### src/rtl/module_sum_control.sv
// module_sum_control
//
// Sequential front end for the WIDTH-bit carry-lookahead adder. Operand A and
// then operand B are taken from the switch bus, one debounced push-button
// press per operand. Both operands drive the external adder, and the adder's
// WIDTH+1-bit result is registered with a valid flag for the display stage.
//
// Ports:
//   clk_pi     in   1        system clock, rising edge
//   rst_pi     in   1        asynchronous active-high reset
//   data_pi    in   WIDTH    switch bus (operand source)
//   load_pi    in   1        raw bouncing push-button
//   clear_pi   in   1        synchronous clear (already in clk_pi domain)
//   sum_pi     in   WIDTH+1  combinational adder result, carry in MSB
//   a_po       out  WIDTH    registered operand A
//   b_po       out  WIDTH    registered operand B
//   result_po  out  WIDTH+1  registered sum
//   valid_po   out  1        result_po matches current a_po/b_po
//   state_po   out  2        FSM state for LED debug
module module_sum_control #(
  parameter int WIDTH           = 8,
  parameter int DEBOUNCE_CYCLES = 4
) (
  input  logic             clk_pi,
  input  logic             rst_pi,
  input  logic [WIDTH-1:0] data_pi,
  input  logic             load_pi,
  input  logic             clear_pi,
  input  logic [WIDTH:0]   sum_pi,
  output logic [WIDTH-1:0] a_po,
  output logic [WIDTH-1:0] b_po,
  output logic [WIDTH:0]   result_po,
  output logic             valid_po,
  output logic [1:0]       state_po
);

  // Counter only needs to reach DEBOUNCE_CYCLES-1; the final qualifying edge
  // adopts the sample instead of incrementing.
  localparam int CW = (DEBOUNCE_CYCLES > 2) ? $clog2(DEBOUNCE_CYCLES) : 1;
  localparam logic [CW-1:0] CNT_LAST = CW'(DEBOUNCE_CYCLES - 1);

  typedef enum logic [1:0] {
    WAIT_A = 2'b00,
    WAIT_B = 2'b01,
    CALC   = 2'b10,
    SHOW   = 2'b11
  } state_t;

  // ---------------------------------------------------------------------------
  // Input conditioning: 2-flop synchronizer, debouncer, rising-edge pulse
  // ---------------------------------------------------------------------------
  logic          sync1_reg;
  logic          sync2_reg;
  logic          deb_level_reg;
  logic          deb_prev_reg;
  logic [CW-1:0] deb_cnt_reg;
  logic          load_pulse;

  always_ff @(posedge clk_pi or posedge rst_pi) begin
    if (rst_pi) begin
      sync1_reg     <= 1'b0;
      sync2_reg     <= 1'b0;
      deb_level_reg <= 1'b0;
      deb_prev_reg  <= 1'b0;
      deb_cnt_reg   <= '0;
    end else begin
      sync1_reg    <= load_pi;
      sync2_reg    <= sync1_reg;
      deb_prev_reg <= deb_level_reg;
      if (sync2_reg != deb_level_reg) begin
        if (deb_cnt_reg == CNT_LAST) begin
          deb_level_reg <= sync2_reg;
          deb_cnt_reg   <= '0;
        end else begin
          deb_cnt_reg <= deb_cnt_reg + 1'b1;
        end
      end else begin
        deb_cnt_reg <= '0;
      end
    end
  end

  // High for exactly the cycle after the debounced level rises; release is
  // ignored because only the 0->1 transition matters.
  assign load_pulse = deb_level_reg & ~deb_prev_reg;

  // ---------------------------------------------------------------------------
  // Sequencing FSM with its datapath registers
  // ---------------------------------------------------------------------------
  state_t           state_reg, state_next;
  logic [WIDTH-1:0] a_reg, a_next;
  logic [WIDTH-1:0] b_reg, b_next;
  logic [WIDTH:0]   result_reg, result_next;
  logic             valid_reg, valid_next;

  always_ff @(posedge clk_pi or posedge rst_pi) begin
    if (rst_pi) begin
      state_reg  <= WAIT_A;
      a_reg      <= '0;
      b_reg      <= '0;
      result_reg <= '0;
      valid_reg  <= 1'b0;
    end else begin
      state_reg  <= state_next;
      a_reg      <= a_next;
      b_reg      <= b_next;
      result_reg <= result_next;
      valid_reg  <= valid_next;
    end
  end

  always_comb begin
    state_next  = state_reg;
    a_next      = a_reg;
    b_next      = b_reg;
    result_next = result_reg;
    valid_next  = valid_reg;

    if (clear_pi) begin
      // Clear takes priority; a coincident load pulse is simply dropped.
      state_next  = WAIT_A;
      a_next      = '0;
      b_next      = '0;
      result_next = '0;
      valid_next  = 1'b0;
    end else begin
      case (state_reg)
        WAIT_A: begin
          if (load_pulse) begin
            a_next     = data_pi;
            state_next = WAIT_B;
          end
        end
        WAIT_B: begin
          if (load_pulse) begin
            b_next     = data_pi;
            state_next = CALC;
          end
        end
        CALC: begin
          // Operands have been stable on the adder for a full cycle here.
          result_next = sum_pi;
          valid_next  = 1'b1;
          state_next  = SHOW;
        end
        SHOW: begin
          // A new press starts a chained operation; b keeps its old value.
          if (load_pulse) begin
            a_next     = data_pi;
            valid_next = 1'b0;
            state_next = WAIT_B;
          end
        end
        default: begin
          state_next = WAIT_A;
        end
      endcase
    end
  end

  assign a_po      = a_reg;
  assign b_po      = b_reg;
  assign result_po = result_reg;
  assign valid_po  = valid_reg;
  assign state_po  = state_reg;

endmodule

### config.mk
export PLATFORM = sky130hd
export DESIGN_NAME = module_sum_control
export DESIGN_NICKNAME = d
export VERILOG_FILES = /design/src/rtl/module_sum_control.sv
export SDC_FILE = /design/constraint.sdc
export NUM_CORES = 1
export LEC_CHECK = 0
export CAP_MARGIN = 25
export CORE_UTILIZATION = 42
export CTS_CLUSTER_SIZE = 20
export DETAILED_ROUTE_END_ITERATION = 8
export GPL_TIMING_DRIVEN = 0
export HOLD_SLACK_MARGIN = 0.12
export PLACE_DENSITY = 0.75
export SLEW_MARGIN = 0
export SYNTH_ARGS = -nofsm -noshare
export SYNTH_HDL_FRONTEND = slang
export SYNTH_SLANG_ARGS = --single-unit
### constraint.sdc
create_clock -name clk_pi -period 2.8 [get_ports clk_pi]
set_input_delay 0.28 -clock clk_pi [delete_from_list [all_inputs] [get_ports clk_pi]]
set_output_delay 0.28 -clock clk_pi [all_outputs]
set_load 0.1 [all_outputs]
* After elaboration in Yosys (flattened, before gate mapping)
Index checks and enable logic that the tools add are counted.
** Storage, ports and cells
- Bits of input ports :: 21
- Output and inout bits :: 28
- Flip-flop bits (word level) :: 34
** Cells by class
- Eq/ne operators :: 8
- Reductions and logical operators :: 12
- Mux-type cells :: 16
- $add $sub $neg :: 1
- Bitwise logic cells :: 2
** Operators with widths (count)
- 8-bit 2-to-1 mux :: 5
- 9-bit 2-to-1 mux :: 2
- 2-bit 2-to-1 mux :: 5
- 2-bit AND reduction :: 5
- 2-bit nonzero test :: 4
- 2-bit equality test (second input constant) :: 3
- 3-bit inequality test (second input constant) :: 2
- 2-bit case mux with 3 select lines :: 1
- 3-bit by 1-bit inequality test with 1-bit output (second input constant) :: 1
- 3-bit nonzero test :: 1
- 2-bit by 1-bit adder with 2-bit output (second input constant) :: 1
- 2-bit by 1-bit equality test with 1-bit output (second input constant) :: 1
- 2-bit zero test :: 1
- 1-bit 2-to-1 mux :: 2
- 1-bit case mux with 2 select lines :: 1
- 2-bit OR reduction :: 1
- 1-bit AND :: 1
- 1-bit inequality test :: 1
- 1-bit NOT :: 1

* Logic depth before layout (Yosys ltp)
- Depth after elaboration :: 5
- Depth in mapped cells :: 6

* Least setup slack after synthesis
Ideal clock, no wire load.
- Path kind :: reg2reg
- Start :: reg state_reg[0], in the netlist state_po[0]
- End :: reg a_reg[0], in the netlist a_po[0]
- Period minus slack after synthesis :: 1.954 ns
- Cell stages (with the launch flop) :: 7
- Arrival :: 1.830 ns
- Buffers on the path :: 1
- Setup slack :: 0.846 ns
- Setup time :: 0.124 ns
- Cell sequence :: dfrtp_1 inv_1 ha_1 and3b_1 buf_4 nand2_1 a21oi_2
** Between the ends
- Longest elaborated chain between the ends :: 4
** Ends and longest elaborated chain
- start: declaration :: RTL line 90 : state_t state_reg, state_next;
- start signal: assignment :: RTL line 104 : state_reg <= state_next;
- 2-bit equality test / 2-bit zero test (equally long branches) :: RTL line 127 : case (state_reg)
- 2-bit OR reduction (no source line) *
- 2-bit nonzero test (no source line) *
- 2-bit AND reduction (no source line) *
- end signal: assignment :: RTL line 105 : a_reg <= a_next;
- end: declaration :: RTL line 91 : logic [WIDTH-1:0] a_reg, a_next;
Mark *: on every way between the ends. The rest lies on a longest branch, timed or not.
A chain may end at the register's enable or synchronous reset.

* Final worst setup path
- Start :: reg state_reg[1], in the netlist state_po[1]
- End :: out state_po[1]
** RTL lines
- end: declaration :: RTL line 34 : output logic [1:0] state_po
No word-level cell between the ends.

==> summary by stage <==
Hold path
The path class of the tightest hold or removal check is in2reg. The launch point of the worst hold path is clear_pi. The cell depth of the worst hold path is 2.

Synth
Yosys printed 0 warnings. Counting every instance in the synthesized netlist gives 132. The portion of synthesized area spent on multiplexers is 7.10%.

The fraction of synthesized cell area in xor and xnor cells is 0.613%. The share of synthesized cell area in full adder, half adder and majority cells is 3.51%. The synthesized design devotes to its leading area cell type 59.6% of total area. Summing the areas of all compound-gate instances in the mapped netlist gives 10.3% of the synthesized area. By area the synthesized netlist is led by dfrtp_1 (60%), nand2_1 (9.2%), mux2i_1 (6.3%), a21oi_2 (4.9%), a21oi_1 (3.9%). Summing the areas of all and, or, nand and nor instances in the mapped netlist gives 15.1% of the synthesized area. The largest area contributor in the netlist is dfrtp_1. The share of synthesized area occupied by flip-flops and latches is 59.6%. In this run, synthesis produced a sequential element count of 34. The mapped netlist covers 0.00143 mm².

Yosys mapped the design onto 19 distinct sky130hd cell types. Synthesis produced a netlist with a net count of 157. Each instance of the synthesized netlist takes up on average 10.8 µm². By area, the combinational part of the netlist is dominated by simple AND/OR/NAND/NOR gates.

Clock network
The number of gates resized after CTS was 0. The clock tree from TritonCTS is done. The buffer count from post-CTS setup fixing is 0. After clock tree synthesis, the clock-pin slew on the worst setup and hold paths is 0.09 ns. CTS saw 34 sinks. The number of H-tree levels is 2.

Buffers inserted during clock tree synthesis total 5. The tree is rooted in a clkbuf_4. The number of buffers inserted by hold repair at cts is 0. The maximum root-to-sink buffer count is 2.

The clock latency at the later pin of the worst-skew pair is 0.32 ns.

Floorplanning
The initial core utilization is 45.6%. The region available for standard cell placement spans 0.00313 mm². 49 I/O pins were placed. The standard-cell row count is 20. The die is 60.3 µm tall. The die is 60.3 µm wide. The die area is 0.00364 mm².

Global route
The maximum number of pins on one net before global-route repair is 23. Summed over all layers, the global routing overflow is 0. The wire length of the first global-routing pass is 4990 µm. The via count of the first global-routing pass is 1,145. The initial antenna violation count was 0. The overall fraction of global-route tracks in use is 19.1%.

Power and ir drop
The standby leakage power is 0.000875 µW. Cell internal power was estimated by the tool at 1060 µW. The maximum ir drop on the vdd rail is 0.464 mV. In this run, flip-flops and latches consume 30.7% of the power. The switching power as a share of total power is 52.0%. In this run the power spent charging and discharging nets is 1150 µW. The combinational cell fraction of total power is 58.6%. The power density over the cells is 1090 mW/mm². The part of the total power dissipated in the clock network is 10.8%.

STA
At the pin with the least slew margin, the transition time is 0.980 ns. The final number of max-transition violations came to 0. For the finished layout, the period the worst path requires is 2.20 ns.

Setup repair after global routing left no endpoint under its margin. The headroom to the max-slew limit is 34.4%. The number of hold-slack violations in the final timing report is 0. The number of setup violations in the final report is 0. The worst clock skew is 0.00466 ns. Summed over all failing endpoints, the final setup total negative slack is 0 ns. Based on the critical path, the design can be clocked at up to 0.455 GHz. The worst path uses 78.4% of the clock period.

Critical path
The number of cells on the worst reg-to-reg path is 5. Counting both buffers and inverters, the worst setup path holds a total of 1. STA puts the critical path data required time at 2.52 ns.

The source of the worst register-to-register timing path is state_po[0]$_DFFE_PP0P_. The largest fanout on the critical path is 5. The cell class contributing the biggest share of worst-path delay is buffers and inverters.

The critical path goes through clkdlybuf4s50_1. The path length in cells of the critical path is 1. The start-to-end type of the worst setup path is reg2out. STA puts the critical path data arrival time at 1.92 ns.

The cell type of the slowest stage on the worst timing path is clkdlybuf4s50_1. For this run, the slowest stage of the critical path takes 1.16 ns. The nature of the critical path endpoint is an output port.

STA classifies the critical path startpoint as a register. Tracing the worst setup path back leads to its startpoint at state_po[1]$_DFFE_PP0P_.

Finish
The number of nets at the end of the flow is 212. 0 antenna diodes ended up in the layout. The area of all placed cells without fillers is 0.00203 mm². Relative to the synthesized area, the layout overhead comes to 41.9%. The final standard cell count with taps included and fillers excluded is 231. The share of post-route cells with drive strength above 1 is 11.8%.

The number of flip-flops under the largest register name is 9.

Routing
The post-detailed-route DRC marker count is 0. The count of nets left with antenna violations once routing finished came out at 0. The first-pass detailed-route iteration total is 4. The average detailed-routed wire length per instance is 13.1 µm. The routed wire length is 3020 µm. In the routed layout, each cell is associated on average with a via count of 4.84. In this run, the number of DRC markers left after iteration 0 of detailed routing was 41.

Summing over every cut layer, the via total after detailed routing is 1,119.

Placement
Buffers placed on the I/O ports in this run total 47. The instance count after placement with tap cells included is 224. The placed instance area is 0.00198 mm². After legalization and detailed placement, the total HPWL measured 2280 µm. The congestion estimate from routability-driven global placement came to 0.706.

Run status
The run finished with clean final reports.

Flow run
The number of maximum-capacitance constraint violations is 0.
==> power by group through the flow <==
stage	clock [µW]	combinational (µW)	sequential (µW)
floorplan	0	385	1300
global placement	0	1280	680
detailed placement	0	1310	690
CTS	249	1310	681
global route	275	1370	694
finish	239	1300	679
==> through the flow <==
stage                     hold slack (ns)  utilization (%)  worst slack (ns)  power, µW
after floorplan                     0.311                -             0.846       1680
after global placement              0.335             62.4             0.966       1960
after detailed placement            0.345             63.3             0.959       2000
after CTS                           0.259             64.8             0.577       2240
after global routing                0.266             64.8             0.522       2330
final                               0.267             64.8             0.604       2220
==> cells by family after synthesis <==
| kind of cell | count (synthesis) |
|---|---|
| compound gates | 22 |
| xor+xnor | 1 |
| fa+ha+maj | 4 |
| buf+inv | 10 |
| flops | 34 |
| mux | 10 |
| simple gates | 51 |
==> path summary, 6_finish.rpt <==
check,endpoint,slack (ns)
worst max-delay path,state_po[1],0.60
worst min-delay path,a_po[3]$_DFFE_PP0P_,0.27
min in group asynchronous,b_po[1]$_DFFE_PP0P_,0.32
worst min register to register,sync2_reg$_DFF_PP0_,0.36
max in group asynchronous,valid_po$_DFFE_PP0P_,1.98
worst max register to register,a_po[0]$_DFFE_PP0P_,1.31
==> routing by layer <==
layer | vias to the layer above | track usage, % | routed length, µm
li1 | 540 | - | -
met1 | 543 | 22.8 | 1290
met5 | - | 0 | 0
met3 | 5 | 4.76 | 168
met2 | 31 | 31.9 | 1510
met4 | 0 | 9.97 | 48
==> cell type report <==
cell class	count	area [µm²]
buffer	7	42.5
tap	44	55.1
multi-input combinational	88	523
sequential	34	851
clock buffer	7	45.0
timing repair buffer	48	498
fill	237	1100
inverter	3	11.3
==> synthesized netlist by cell type <==
library cell and number:
ha_1 4, nand3b_1 2, nand2b_1 1, mux2_2 1, xnor2_1 1, buf_2 4
a21o_1 2, nor2_1 9, inv_1 3, nor3_1 1, a21oi_2 8, mux2i_1 9
nand2_1 35, a21oi_1 11, o21bai_1 1, nor2b_1 1, buf_4 3, dfrtp_1 34
and3b_1 2
==> layout by cell type (no fill, tap or decap), drive strengths merged, types with 2 or more instances in the layout <==
cell	netlist	routed
a21o	2	2
a21oi	19	19
and3b	2	2
buf	7	8
clkbuf	0	7
clkdlybuf4s50	0	47
dfrtp	34	34
ha	4	4
inv	3	3
mux2i	9	9
nand2	35	35
nand3b	2	2
nor2	9	9
Power figures use the tool's default switching activity.
